### src/rtl/tetris_audio_pkg.sv
// Purpose: shared types and constants for the melody sequencer and its note ROM.
// Latency: n/a (types and constants only).
// Backpressure: n/a.
// Contents: state_t (sequencer FSM states), note_entry_t {freq, dur}, CLK_HZ, FREQ_W, DUR_W.
package tetris_audio_pkg;

  localparam int CLK_HZ = 50_000_000;
  localparam int FREQ_W = 20;
  localparam int DUR_W  = 8;

  // Frequency driven after reset so the square-wave generator never sees 0 Hz.
  localparam logic [FREQ_W-1:0] FREQ_RESET = 20'd440;

  typedef enum logic [2:0] {
    S_IDLE,
    S_LOAD,
    S_PLAY,
    S_GAP,
    S_DONE
  } state_t;

  // dur == 0 marks end of song; freq == 0 marks a rest.
  typedef struct packed {
    logic [FREQ_W-1:0] freq;
    logic [DUR_W-1:0]  dur;
  } note_entry_t;

endpackage

### src/rtl/melody_rom.sv
// Purpose: melody table, one note_entry_t per address.
// Latency: combinational (addr -> entry in the same cycle).
// Backpressure: none; always readable.
// Ports: addr (melody address), entry ({freq, dur} at that address).
module melody_rom
  import tetris_audio_pkg::*;
#(
  parameter int ROM_DEPTH = 64
) (
  input  logic [$clog2(ROM_DEPTH)-1:0] addr,
  output note_entry_t                  entry
);

  localparam int AW = $clog2(ROM_DEPTH);

  // Bring-up melody: A4 for two ticks, a one-tick rest, E5 for one tick, end.
  // Every unlisted address reads as the end-of-song marker.
  always_comb begin
    entry = '{freq: '0, dur: '0};
    case (addr)
      AW'(0):  entry = '{freq: 20'd440, dur: 8'd2};
      AW'(1):  entry = '{freq: 20'd0,   dur: 8'd1};
      AW'(2):  entry = '{freq: 20'd660, dur: 8'd1};
      default: entry = '{freq: '0, dur: '0};
    endcase
  end

endmodule

### src/rtl/note_sequencer.sv
// Purpose: steps through melody_rom, driving note frequency and mute to the square-wave generator.
// Latency: first note frequency/unmute 2 edges after start is sampled; note length dur ticks, then GAP_TICKS silent ticks.
// Backpressure: none; pause freezes the tick counters and mutes, stop aborts to IDLE.
// Ports: clk, reset (async, active-high), start/stop (pulses), pause/loop_en (levels),
//        tempo_sel (tick = BASE_TICK >> tempo_sel cycles), freq, mute, note_idx, busy, done (1-cycle pulse).
// GAP_TICKS must be at least 1; BASE_TICK >> 3 must be at least 1.
module note_sequencer
  import tetris_audio_pkg::*;
#(
  parameter int BASE_TICK = 12_500_000,
  parameter int GAP_TICKS = 1,
  parameter int ROM_DEPTH = 64
) (
  input  logic                         clk,
  input  logic                         reset,
  input  logic                         start,
  input  logic                         stop,
  input  logic                         pause,
  input  logic                         loop_en,
  input  logic [1:0]                   tempo_sel,
  output logic [FREQ_W-1:0]            freq,
  output logic                         mute,
  output logic [$clog2(ROM_DEPTH)-1:0] note_idx,
  output logic                         busy,
  output logic                         done
);

  localparam int IDX_W = $clog2(ROM_DEPTH);
  localparam int CNT_W = $clog2(BASE_TICK + 1);

  state_t             state_q, state_n;
  logic [FREQ_W-1:0]  freq_q, freq_n;
  logic               mute_q, mute_n;
  logic [IDX_W-1:0]   idx_q, idx_n;
  logic               done_q, done_n;
  logic [DUR_W-1:0]   dur_q, dur_n;
  logic [DUR_W-1:0]   tick_q, tick_n, tick_inc;
  logic [CNT_W-1:0]   cyc_q, cyc_n;
  logic [CNT_W-1:0]   period_q, period_n, reload_period;
  logic               active;
  logic               tick;
  note_entry_t        entry;

  melody_rom #(.ROM_DEPTH(ROM_DEPTH)) u_rom (
    .addr  (idx_q),
    .entry (entry)
  );

  // The tick period is latched only when the cycle counter reloads, so a
  // tempo change never produces a truncated or stretched tick mid-count.
  assign reload_period = CNT_W'(BASE_TICK >> tempo_sel);

  assign active   = (state_q == S_PLAY) || (state_q == S_GAP);
  assign tick     = active && !pause && (cyc_q == period_q - 1'b1);
  assign tick_inc = tick_q + 1'b1;

  always_ff @(posedge clk or posedge reset) begin
    if (reset) begin
      state_q  <= S_IDLE;
      freq_q   <= FREQ_RESET;
      mute_q   <= 1'b1;
      idx_q    <= '0;
      done_q   <= 1'b0;
      dur_q    <= '0;
      tick_q   <= '0;
      cyc_q    <= '0;
      period_q <= CNT_W'(BASE_TICK);
    end else begin
      state_q  <= state_n;
      freq_q   <= freq_n;
      mute_q   <= mute_n;
      idx_q    <= idx_n;
      done_q   <= done_n;
      dur_q    <= dur_n;
      tick_q   <= tick_n;
      cyc_q    <= cyc_n;
      period_q <= period_n;
    end
  end

  always_comb begin
    state_n  = state_q;
    freq_n   = freq_q;
    mute_n   = mute_q;
    idx_n    = idx_q;
    done_n   = 1'b0;
    dur_n    = dur_q;
    tick_n   = tick_q;
    cyc_n    = cyc_q;
    period_n = period_q;

    // Tick divider: runs only in PLAY/GAP and holds its count while paused.
    if (active && !pause) begin
      if (tick) begin
        cyc_n    = '0;
        period_n = reload_period;
        tick_n   = tick_inc;
      end else begin
        cyc_n = cyc_q + 1'b1;
      end
    end

    case (state_q)
      S_IDLE, S_DONE: begin
        if (start) begin
          state_n = S_LOAD;
          idx_n   = '0;
        end
      end
      S_LOAD: begin
        if (entry.dur == '0) begin
          if (loop_en) begin
            idx_n = '0;
          end else begin
            state_n = S_DONE;
            done_n  = 1'b1;
            mute_n  = 1'b1;
          end
        end else begin
          // A rest keeps the last frequency so the generator never sees 0 Hz.
          if (entry.freq != '0) begin
            freq_n = entry.freq;
            mute_n = 1'b0;
          end else begin
            mute_n = 1'b1;
          end
          dur_n    = entry.dur;
          state_n  = S_PLAY;
          cyc_n    = '0;
          tick_n   = '0;
          period_n = reload_period;
        end
      end
      S_PLAY: begin
        if (tick && (tick_inc == dur_q)) begin
          mute_n  = 1'b1;
          state_n = S_GAP;
          cyc_n   = '0;
          tick_n  = '0;
        end
      end
      S_GAP: begin
        if (tick && (tick_inc == DUR_W'(GAP_TICKS))) begin
          idx_n   = idx_q + 1'b1;
          state_n = S_LOAD;
          cyc_n   = '0;
          tick_n  = '0;
        end
      end
      default: state_n = S_IDLE;
    endcase

    // stop overrides everything, including a same-cycle start or pause.
    if (stop) begin
      state_n = S_IDLE;
      mute_n  = 1'b1;
      idx_n   = '0;
      done_n  = 1'b0;
      cyc_n   = '0;
      tick_n  = '0;
    end
  end

  // Pause mutes without touching mute_q, so release restores the pre-pause value.
  assign mute     = mute_q | (active & pause);
  assign freq     = freq_q;
  assign note_idx = idx_q;
  assign done     = done_q;
  assign busy     = (state_q != S_IDLE) && (state_q != S_DONE);

endmodule

### config.mk
export PLATFORM = sky130hd
export DESIGN_NAME = note_sequencer
export DESIGN_NICKNAME = d
export VERILOG_FILES = /design/src/rtl/tetris_audio_pkg.sv /design/src/rtl/melody_rom.sv /design/src/rtl/note_sequencer.sv
export SDC_FILE = /design/constraint.sdc
export NUM_CORES = 1
export LEC_CHECK = 0
export BUFFER_PORTS_ARGS = -buffer_cell sky130_fd_sc_hd__buf_2
export CORE_MARGIN = 4
export CORE_UTILIZATION = 65
export CTS_CLUSTER_SIZE = 16
export DETAILED_ROUTE_END_ITERATION = 10
export PLACE_DENSITY_LB_ADDON = 0.08
export SYNTH_ARGS = -nofsm -noshare
export SYNTH_HDL_FRONTEND = slang
export SYNTH_SLANG_ARGS = --single-unit
### constraint.sdc
create_clock -name clk -period 8.3 [get_ports clk]
set_clock_uncertainty 0.15 [all_clocks]
set_input_delay 1.66 -clock clk [delete_from_list [all_inputs] [get_ports clk]]
set_output_delay 1.66 -clock clk [all_outputs]
set_load 0.05 [all_outputs]
; ---- Word-level counts from Yosys, hierarchy flattened
; Index checks and enable logic that the tools add are counted.
[word_totals]
regBits = 95
output_inout_bits = 29
[classes]
add_sub_neg = 4
eq_ne = 16
shifts = 1
n_mux = 42
bitwise = 3
n_reduce_logical = 20
[op_table]
columns = cell, count
row1 = 24-bit two-way mux, 10
row2 = 24-bit one-hot mux with 3 select lines, 1
row3 = 18-bit one-hot mux with 3 select lines, 1
row4 = 8-bit two-way mux, 6
row5 = 6-bit two-way mux, 5
row6 = "24-bit by 1-bit adder with 24-bit output, second input constant", 1
row7 = 24-bit equality test, 1
row8 = 8-bit one-hot mux with 3 select lines, 1
row9 = "24-bit by 2-bit >> shifter with 24-bit output, first input constant", 1
row10 = "24-bit by 1-bit subtractor with 24-bit output, second input constant", 1
row11 = 20-bit nonzero test, 1
row12 = 3-bit two-way mux, 6
row13 = 6-bit one-hot mux with 3 select lines, 1
row14 = "3-bit != test, second input constant", 4
row15 = 3-bit one-hot mux with 4 select lines, 1
row16 = 1-bit two-way mux, 9
row17 = "8-bit by 1-bit adder with 8-bit output, second input constant", 1
row18 = "8-bit by 1-bit equality test with 1-bit output, second input constant", 1
row19 = 8-bit equality test, 1
row20 = 8-bit zero test, 1
row21 = "6-bit by 1-bit adder with 6-bit output, second input constant", 1
row22 = "3-bit by 2-bit equality test with 1-bit output, second input constant", 2
row23 = "6-bit by 1-bit equality test with 1-bit output, second input constant", 1
row24 = "6-bit by 2-bit equality test with 1-bit output, second input constant", 1
row25 = 20 further kinds, 27

; ---- Logic depth before layout (Yosys ltp)
[logic_depth]
depth_word = 9
mapped_depth = 12
mapped_depth_nobuf = 9

; ---- Hierarchy
; From an unflattened synthesis, not the netlist that was laid out.
[hier_totals]
hier_cells = 604
area_unflattened_um2 = 5957.0
[by_module_without_submodules]
columns = mod, n_inst, cells_per_inst, area_per_inst_um2
row1 = note_sequencer, 1, 573, 5728.0
row2 = melody_rom, 1, 31, 229.0

; ---- Worst setup path before layout
; No wires, ideal clock.
[synth_timing]
path_type = input to register
from = input port pause
to = register period_q[14]
arrival_ns = 3.773
slack_ns = 4.252
cell_stages = 9
n_path_buf = 2
cell_sequence = nor3b_1 > o2111ai_1 > a211oi_1 > and3b_1 > clkbuf_1 > nand3_1 > o21ai_2 > buf_4 > mux2_2
[synth_between]
elab_chain_len = 7
[synth_rtl]
columns = item, line_no
row1 = start: declaration, note_sequencer.sv:18  ; input logic pause,
row2 = 1-bit zero test *, "note_sequencer.sv:54, note_sequencer.sv:93"
row3 = 1-bit logical AND *, "note_sequencer.sv:54, note_sequencer.sv:93"
row4 = 1-bit logical AND, note_sequencer.sv:54  ; assign tick = active && !pause && (cyc_q == period_q - 1'b1);
row5 = 24-bit two-way mux, note_sequencer.sv:94  ; if (tick) begin
row6 = 24-bit two-way mux *, note_sequencer.sv:93  ; if (active && !pause) begin
row7 = 24-bit two-way mux, note_sequencer.sv:111  ; if (entry.dur == '0) begin
row8 = 24-bit two-way mux *, note_sequencer.sv:103  ; case (state_q)
row9 = via period_n[14], note_sequencer.sv:39  ; logic [CNT_W-1:0] period_q, period_n, reload_period;
row10 = end signal: assignment, note_sequencer.sv:67  ; period_q <= CNT_W'(BASE_TICK);
row11 = end signal: assignment, note_sequencer.sv:77  ; period_q <= period_n;
row12 = end: declaration, note_sequencer.sv:39
; The timed path passes the listed nets; every way through them passes the cells marked *.
; A chain may end at the register's enable or synchronous reset.

; ---- Worst setup path after layout
[layout_timing]
from = input port pause
to = register period_q[4]
; The elaborated chain is that of the path after synthesis.

==> results.ini <==
[run_status]
status=finished, final reports clean

[placed_design]
dpl_worst_slack_ns=3.54
placedInstanceArea_um2=4820
post-dp-hpwl_um=7970
port-buffer-count=23
routabilityCongestion=0.923
dp.cells=617

[final_layout]
insertedDiodeCount=0
final_cell_mix=dfrtp_1 (57), nor2_1 (43), nand2_1 (32)
syn2layout_area_growth_pct=5.19
post-route-cell-area_um2=5000
instances_no_fill=632
drive_above_1_share_pct=15.3
post-route-util_pct=71.9
final_common_cell=dfrtp_1
layout.nets=548

[synth]
syn_area_um2=4750
synth.avg_cell_area_um2=9.12
ys_warn_count=0
netlist_instances=521
async_reset_ff_share_pct=100
ys_ff_latch=72
synth_ff_type=dfrtp_1
synth_edf_count=0
synth.distinct_cells=67
yosysSeqAreaShare_pct=38.3

[grt]
antenna_found_initial=0
grt_pass1_vias=3824
gr-usage-all-layers_pct=26.8
grt_pass1_wl_um=18500
grt_max_degree=73
gr-total-overflow=0

[drt]
first_pass_iters=6
viasPerCell=6.30
drc_errors=0
postRouteWirelength_um=11000
vias=3982
drt_iter0_drc=259
routedWlPerCell_um=17.4
postRouteAntennaNets=0

[timing]
setup_ws_ns=3.91
grt_setup_unrepaired=false
setup_tns_ns=0
fin_crit_sh_pct=52.9
hold_viol=0
slew_headroom_pct=21.5
max_freq_mhz=228
slew_violations=0
report.final.setup_viol=0
layout_min_cycle_time_ns=4.39
tightestPinTransition_ns=1.17

[clock_network]
clk_path_buf_depth=2
cts_setup_buffers=0
clkTransAtPathRegs_ns=0.08
cts_tree=yes
cts_made_buffers=9
cts_max_level=3
clock_latency_ns=0.35
ctsHoldBuffers=0
clock_sinks=72
cts.repair.resized=0
clockRootBuffer=clkbuf_8

[setup_path]
path_cells=buf_2 > nor3b_1 > o2111ai_1 > a211oi_1 > and3b_1 > nand3_1 > o21ai_2 > buf_4 > mux2_2
rr_worst_depth=10
rrSetupSlack_ns=3.98
slowest_delay_ns=0.47
endpoint_kind=register
path_delay_family=simple AND/OR/NAND/NOR gates
path_depth=9
worst_ep_required_time_ns=8.38
crit_slowest_cell=nor3b_1
r2r_end=period_q[4]
cp_max_fo=24
path_class=in2reg
worstPathArrival_ns=4.48
timing.critical_path.buf_inv=2
crit_path_start_kind=input pin
worstReg2RegStart=period_q[0]

[floorplan]
ioPinCount=37
coreArea_um2=6940
initial_core_util_pct=68.4
die_w_um=93.5
die_area_um2=8740
row_count=30
die_h_um=93.5

[hold_path]
holdCritStartpoint=freq[8]
hold_path_end=freq[8]
hold_class=reg2reg
whs_path_depth=2

[pwr]
switching_share_pct=38.6
p_int_mw=0.675
p_clk_share_pct=23.0
p_per_area_nw_per_um2=220
peakVddDrop_v=0.000197
combPwrFrac_pct=31.9
p_leak_nw=2.07
seqPwrFrac_pct=45.1
netSwitchingPower_mw=0.425

[flow_run]
maxCapViolCount=0

==> power groups by stage <==
stage	combinational (mW)	clock (mW)	sequential, mW
after global placement	0.337	0	0.494
after global routing	0.388	0.270	0.506
after floorplan	0.315	0	0.457
after CTS	0.352	0.254	0.495
after detailed placement	0.348	0	0.499
final	0.351	0.253	0.496
==> cell type report <==
class | count | area (µm²)
clock inverters | 3 | 17.5
clock buffers | 12 | 155
fillers | 543 | 1950
flip-flops and latches | 72 | 1820
inverters | 21 | 78.8
multi-input cells | 402 | 2670
well taps | 96 | 120
repair buffers | 26 | 138
==> worst max-delay path by stage <==
stage | slack (ns) | to | startpoint
after floorplan | 4.25 | period_q[14] | pause
after global placement | 3.68 | period_q[22] | pause
after detailed placement | 3.54 | period_q[4] | pause
after CTS | 3.91 | period_q[4] | pause
after global routing | 3.60 | period_q[22] | pause
final | 3.91 | period_q[4] | pause
==> synth_stat cells, types with 3 or more instances <==
cell,instances,share of area (%)
dfrtp_1,57,30
nor2_1,43,3.4
nand2_1,32,2.5
xnor2_1,26,4.8
xor2_1,26,4.8
inv_1,21,1.7
a21oi_1,19,2.0
buf_4,18,2.8
nand3_1,18,1.9
nor3_1,17,1.8
o21ai_0,17,1.8
dfstp_2,15,8.3
and3_1,14,1.8
nand4_1,14,1.8
or4_1,14,2.2
mux2_2,12,2.8
buf_2,9,0.95
clkbuf_1,9,0.71
nor4_1,9,1.2
or3_1,9,1.2
and4_1,8,1.5
ha_1,8,2.1
mux2i_1,8,1.7
nand2b_1,7,0.92
o31ai_1,7,1.1
o211ai_1,6,0.95
a31oi_1,5,0.66
o22ai_1,5,0.66
or2_2,5,0.66
a211oi_1,4,0.63
a21o_1,4,0.63
and2_1,4,0.53
a211o_1,3,0.55
a41oi_1,3,0.55
nor2b_1,3,0.40
nor3b_1,3,0.47
or3b_2,3,0.55
==> per-layer routing <==
metal / global-route usage [%] / up-vias / wire, µm
met4: 10.7 / 0 / 246
met5: 0 / - / 0
li1: - / 1894 / -
met2: 45.1 / 114 / 5440
met1: 34.1 / 1948 / 4770
met3: 4.42 / 26 / 525
==> state kept, by name, indices dropped and copies added, names as in the netlist <==
signal	cells
cyc_q	24
done	1
dur_q	2
freq	3
mute_q	1
note_idx	6
period_q	24
state_q	3
tick_q	8
==> cells by family after synthesis <==
group / count (synthesis) / synth area share, %
other: 1 / 0.0790
AO/OA/AOI/OAI: 94 / 13.4
multiplexers: 20 / 4.53
flip-flops: 72 / 38.3
AND/OR/NAND/NOR: 215 / 25.5
XOR/XNOR: 52 / 9.59
buffers and inverters: 59 / 6.48
adder cells (fa/ha/maj): 8 / 2.11
==> through the flow <==
step | total power [mW] | hold WS, ns
2_1_floorplan | 0.772 | 0.308
3_3_place_gp | 0.832 | 0.306
3_5_place_dp | 0.847 | 0.311
4_1_cts | 1.10 | 0.323
5_1_grt | 1.16 | 0.333
6_report | 1.10 | 0.321
==> tightest hold or removal path, delay by kind of cell (launching register included) <==
kind / cells / cell delay [ns]
simple gates: 2 / 0.09
flops: 1 / 0.38
Note: power is estimated with default switching activity, not from simulation.
